[config.mk]
export PLATFORM = sky130hd
export DESIGN_NAME = mem_port_arbiter
export DESIGN_NICKNAME = d
export VERILOG_FILES = /design/src/rtl/mem_arb_pkg.sv /design/src/rtl/mem_arb_prio.sv /design/src/rtl/mem_port_arbiter.sv
export SDC_FILE = /design/constraint.sdc
export NUM_CORES = 1
export LEC_CHECK = 0
export CAP_MARGIN = 40
export CORE_AREA = 3 3 131 133
export DETAILED_ROUTE_END_ITERATION = 10
export DIE_AREA = 0 0 134 136
export PLACE_DENSITY_LB_ADDON = 0.25
export SLEW_MARGIN = 20
export SYNTH_ARGS = -nofsm -noshare
export SYNTH_HDL_FRONTEND = slang
export SYNTH_SLANG_ARGS = --single-unit
[constraint.sdc]
create_clock -name clk -period 3.6 [get_ports clk]
set_input_delay 0.72 -clock clk [delete_from_list [all_inputs] [get_ports clk]]
set_output_delay 0.72 -clock clk [all_outputs]
set_load 0.02 [all_outputs]
[src/rtl/mem_arb_pkg.sv]
// Shared types for the fetch/data memory port arbiter.
package mem_arb_pkg;

  typedef enum logic [1:0] {
    ARB_IDLE = 2'd0,
    ARB_REQ  = 2'd1,
    ARB_RSP  = 2'd2
  } arb_state_t;

  typedef enum logic [1:0] {
    OWN_NONE = 2'd0,
    OWN_IMEM = 2'd1,
    OWN_DMEM = 2'd2
  } arb_owner_t;

  localparam int PERF_CNT_W = 32;

endpackage

[src/rtl/mem_arb_prio.sv]
// Winner select for the shared memory port: data first, fetch forced after
// STARVE_MAX consecutive data grants taken while fetch was waiting.
module mem_arb_prio
  import mem_arb_pkg::*;
#(
  parameter int STARVE_MAX = 4
) (
  input  logic       clk,
  input  logic       reset,
  input  logic       imem_req,
  input  logic       dmem_req,
  input  logic       imem_gnt,
  input  logic       dmem_gnt,
  output arb_owner_t winner,
  output logic       forced_win
);

  localparam int               CNT_W      = $clog2(STARVE_MAX + 1);
  localparam logic [CNT_W-1:0] STARVE_LIM = CNT_W'(STARVE_MAX);

  logic [CNT_W-1:0] starve_reg;

  assign forced_win = imem_req && (starve_reg == STARVE_LIM);

  always_comb begin
    if (forced_win)    winner = OWN_IMEM;
    else if (dmem_req) winner = OWN_DMEM;
    else if (imem_req) winner = OWN_IMEM;
    else               winner = OWN_NONE;
  end

  // Counts data grants that overtook a waiting fetch; saturates at the limit.
  always_ff @(posedge clk or negedge reset) begin
    if (!reset) begin
      starve_reg <= '0;
    end else if (imem_gnt) begin
      starve_reg <= '0;
    end else if (dmem_gnt && imem_req && (starve_reg != STARVE_LIM)) begin
      starve_reg <= starve_reg + 1'b1;
    end
  end

endmodule

[src/rtl/mem_port_arbiter.sv]
// Shares one single-ported memory between fetch and MEM stage, one transaction
// in flight. Define MEM_ARB_PERF_EN for live conflict/starvation counters.
module mem_port_arbiter
  import mem_arb_pkg::*;
#(
  parameter int ADDR_W     = 32,
  parameter int DATA_W     = 32,
  parameter int STARVE_MAX = 4
) (
  input  logic                  clk,
  input  logic                  reset,
  input  logic                  imem_req_i,
  input  logic [ADDR_W-1:0]     imem_addr_i,
  output logic                  imem_gnt_o,
  output logic                  imem_rvalid_o,
  output logic [DATA_W-1:0]     imem_rdata_o,
  input  logic                  dmem_req_i,
  input  logic                  dmem_we_i,
  input  logic [ADDR_W-1:0]     dmem_addr_i,
  input  logic [DATA_W-1:0]     dmem_wdata_i,
  input  logic [DATA_W/8-1:0]   dmem_wstrb_i,
  output logic                  dmem_gnt_o,
  output logic                  dmem_rvalid_o,
  output logic [DATA_W-1:0]     dmem_rdata_o,
  output logic                  mem_req_o,
  output logic                  mem_we_o,
  output logic [ADDR_W-1:0]     mem_addr_o,
  output logic [DATA_W-1:0]     mem_wdata_o,
  output logic [DATA_W/8-1:0]   mem_wstrb_o,
  input  logic                  mem_gnt_i,
  input  logic                  mem_rvalid_i,
  input  logic [DATA_W-1:0]     mem_rdata_i,
  output logic [PERF_CNT_W-1:0] conflict_cnt_o,
  output logic [PERF_CNT_W-1:0] starve_cnt_o
);

  arb_state_t state_reg, state_next;
  arb_owner_t owner_reg, owner_next;
  arb_owner_t winner, cur_owner;
  logic       forced_win, any_req, req_active, sel_imem, sel_dmem, rsp_fire;

  mem_arb_prio #(.STARVE_MAX(STARVE_MAX)) u_prio (
    .clk        (clk),
    .reset      (reset),
    .imem_req   (imem_req_i),
    .dmem_req   (dmem_req_i),
    .imem_gnt   (imem_gnt_o),
    .dmem_gnt   (dmem_gnt_o),
    .winner     (winner),
    .forced_win (forced_win)
  );

  // In IDLE the fresh winner drives the port; afterwards the owner is locked.
  assign any_req    = imem_req_i | dmem_req_i;
  assign cur_owner  = (state_reg == ARB_IDLE) ? winner : owner_reg;
  assign req_active = (state_reg == ARB_REQ) || ((state_reg == ARB_IDLE) && any_req);
  assign sel_imem   = req_active && (cur_owner == OWN_IMEM);
  assign sel_dmem   = req_active && (cur_owner == OWN_DMEM);
  assign rsp_fire   = (state_reg == ARB_RSP) && mem_rvalid_i;

  always_comb begin
    state_next = state_reg;
    owner_next = owner_reg;
    case (state_reg)
      ARB_IDLE: begin
        if (any_req) begin
          owner_next = winner;
          if (mem_gnt_i) state_next = ARB_RSP;
          else           state_next = ARB_REQ;
        end
      end
      ARB_REQ: begin
        if (mem_gnt_i) state_next = ARB_RSP;
      end
      ARB_RSP: begin
        if (mem_rvalid_i) begin
          state_next = ARB_IDLE;
          owner_next = OWN_NONE;
        end
      end
      default: begin
        state_next = ARB_IDLE;
        owner_next = OWN_NONE;
      end
    endcase
  end

  always_ff @(posedge clk or negedge reset) begin
    if (!reset) begin
      state_reg <= ARB_IDLE;
      owner_reg <= OWN_NONE;
    end else begin
      state_reg <= state_next;
      owner_reg <= owner_next;
    end
  end

  assign mem_req_o   = req_active;
  assign mem_we_o    = sel_dmem && dmem_we_i;
  assign mem_addr_o  = sel_dmem ? dmem_addr_i : (sel_imem ? imem_addr_i : '0);
  assign mem_wdata_o = mem_we_o ? dmem_wdata_i : '0;
  assign mem_wstrb_o = mem_we_o ? dmem_wstrb_i : '0;

  assign imem_gnt_o    = sel_imem && mem_gnt_i;
  assign dmem_gnt_o    = sel_dmem && mem_gnt_i;
  assign imem_rvalid_o = rsp_fire && (owner_reg == OWN_IMEM);
  assign dmem_rvalid_o = rsp_fire && (owner_reg == OWN_DMEM);
  assign imem_rdata_o  = imem_rvalid_o ? mem_rdata_i : '0;
  assign dmem_rdata_o  = dmem_rvalid_o ? mem_rdata_i : '0;

`ifdef MEM_ARB_PERF_EN
  logic [PERF_CNT_W-1:0] conflict_cnt_reg, starve_cnt_reg;

  always_ff @(posedge clk or negedge reset) begin
    if (!reset) begin
      conflict_cnt_reg <= '0;
      starve_cnt_reg   <= '0;
    end else begin
      if ((state_reg != ARB_RSP) && imem_req_i && dmem_req_i)
        conflict_cnt_reg <= conflict_cnt_reg + 1'b1;
      if ((state_reg == ARB_IDLE) && forced_win)
        starve_cnt_reg <= starve_cnt_reg + 1'b1;
    end
  end

  assign conflict_cnt_o = conflict_cnt_reg;
  assign starve_cnt_o   = starve_cnt_reg;
`else
  logic perf_unused;
  assign perf_unused    = forced_win;
  assign conflict_cnt_o = '0;
  assign starve_cnt_o   = '0;
`endif

endmodule

==> flow_summary.toml <==
[status]
status = "complete, no violations"

[clocking]
cts_tree = "built"
hold_buffers = 0
cts_buffers = 3
cts_buffer_depth = 2
post_cts_buffers = 0
htree_levels = 1
clkSlewWorstSetupHoldPaths_ns = 0.04
clockRootBuffer = "clkbuf_16"
clock_latency_ns = 0.23
clock_sinks = 7
cts_resized = 68

[place]
place_congestion = 0.805
placedCellCount = 756
port_buffers = 276
pre_cts_slack_ns = -0.171
dpl.hpwl_mm = 9.27
placed_area_um2 = 4860

[global_route]
grt_max_degree = 60
grt_pass1_vias = 2774
overflow = 0
grt.total_usage = 0.105
antenna_found_initial = 0
grt_pass1_wl_mm = 15.7

[route]
wl_per_cell_um = 14.3
num_vias = 2777
drt-total-wl_mm = 10.8
drc_errors = 0
drt_first_pass_iters = 4
dr.first_iter.drc_count = 98
detail-route-antenna-nets = 0
viasPerCell = 3.65

[sta]
drv_slew = 0
period_needed_ns = 3.45
fin_worst_skew_ns = 0.00295
finalSetupViolations = 0
hold_viol_final = 0
rsz0062_at_grt = "false"
setup_slack_ns = 0.151
min_period_over_period = 0.958
fmax_ghz = 0.290

[synth]
yosys_most_used_dff = "dfrtp_1"
async_flop_share = 1.00
synth-edff-count = 0
yosysTopAreaCell = "buf_4"
ys_ff_latch = 7
seq_area_frac_synth = 0.0870
syn-instance-count = 274
synth_top_area_share = 0.254
synth_cell_type_count = 34
syn_avg_cell_area_um2 = 7.35
yosys-top-cells-area = "buf_4, and2_1, a22o_1"
synth_area_um2 = 2010
ys_warn_count = 0

[finish]
nFillCells = 1755
utilization = 0.304
largest_reg_flops = 3
antenna_cells = 0
layout-drive-gt1-share = 0.0515
area_growth_pct = 141
fin_nets = 686
design_area_um2 = 4850
final_cells = 760

[floorplan]
die-area_um2 = 18200
pin_count = 341
coreArea_um2 = 15900
die_y_um = 136
initial_utilization = 0.126
rows = 46
die_w_um = 134

[power_and_ir_drop]
power.density_nw_per_um2 = 247
total_power_uw = 1200
p_leak_uw = 0.00241
irDropWorstVdd_mv = 0.164

[critical_path]
end_kind = "primary output"
path_delay_family = "buffers and inverters"
critPathSlowestCell = "clkdlybuf4s50_1"
arrival_ns = 2.73
cp_max_fo = 59
cp_cell_sequence = "clkdlybuf4s50_1, nor3_1, a211o_1, a21oi_4, buf_12, a22o_1, dlygate4sd2_1"
startpoint_type = "input pin"
critPathKind = "input pin to primary output"
slowest_delay_ns = 0.57
critPathRequiredTime_ns = 2.88
cp_num_buf_inv = 3

[run]
cap_violations = 0

[hold_path]
hold_path.class = "register to register"
==> layout by cell type (no fill, tap or decap), types with 5 or more instances in the layout <==
cell type        synthesis  routed
a22o_1                  33      33
and2_1                  67      67
and3_1                  38      38
buf_12                   0       5
buf_4                   68      13
clkdlybuf4s50_1          0     205
conb_1                   1      64
dfrtp_1                  7       7
dlygate4sd2_1            0      68
==> report_power, final <==
part / internal [µW] / switching (µW) / total [µW]
Clock: 147 / 42.7 / 190
Sequential: 96.8 / 25.7 / 123
Combinational: 420 / 465 / 884
==> Yosys cell counts, types with 2 or more instances <==
cell,n
nor3b_1,2
dfrtp_1,7
nor2b_1,2
ha_1,2
clkbuf_2,2
nor3_1,2
nand2_1,4
inv_1,4
a22o_1,33
o211ai_1,2
clkbuf_1,8
buf_6,2
buf_4,68
a211o_1,2
and2_1,67
buf_2,8
and3_1,38
nor2_1,4
o21ai_0,2
==> kinds of logic (layout without fill, tap and decap cells) <==
| kind of cell | after synthesis | in the layout | share of synthesized area |
|---|---|---|---|
| and+or+nand+nor | 125 | 125 | 0.380 |
| AOI/OAI and AO/OA | 46 | 46 | 0.204 |
| buffers and inverters | 93 | 300 | 0.314 |
| adders and majority gates | 2 | 2 | 0.0124 |
| other | 1 | 64 | 0.00186 |
| DFF | 7 | 7 | 0.0870 |
==> through the flow <==
step | setup TNS, ns | hold slack [ns]
after detailed placement | -4.25 | 0.537
after CTS | 0 | 0.545
final | 0 | 0.533
after global routing | 0 | 0.569
after global placement | -3.15 | 0.499
after floorplan | 0 | 0.424
==> final cells by class <==
cell class | instances | area, µm² | area share
clock buffer | 4 | 78.8 | 0.0162
inverter | 5 | 18.8 | 0.00387
multi-input combinational | 237 | 1460 | 0.302
sequential | 7 | 175 | 0.0361
tap | 216 | 270 | 0.0557
timing repair buffer | 291 | 2850 | 0.586
==> layer usage <==
layer / global-route usage / part of all wire / vias up
li1: - / - / 1351
met3: 0.0340 / 0.10 / 8
met1: 0.119 / 0.37 / 1232
met5: 0 / 0 / -
met2: 0.198 / 0.52 / 186
met4: 0.0143 / 0.0090 / 0
==> path summary, 6_finish.rpt <==
| check | slack [ns] | end | start | cells past startpoint |
|---|---|---|---|---|
| worst max-delay path | 0.15 | mem_addr_o[14] | dmem_req_i | 7 |
| worst min-delay path | 0.53 | u_prio.starve_reg[1]$_DFFE_PN0P_ | u_prio.starve_reg[1]$_DFFE_PN0P_ | 1 |
| worst max register to register | 1.40 | u_prio.starve_reg[0]$_DFFE_PN0P_ | u_prio.starve_reg[0]$_DFFE_PN0P_ | 9 |
| worst min register to register | 0.53 | u_prio.starve_reg[1]$_DFFE_PN0P_ | u_prio.starve_reg[1]$_DFFE_PN0P_ | 1 |
| max in group asynchronous | 2.58 | u_prio.starve_reg[1]$_DFFE_PN0P_ | reset | 1 |
| min in group asynchronous | 0.76 | state_reg[0]$_DFFE_PN0P_ | reset | 1 |
(Power assumes the default switching activity.)
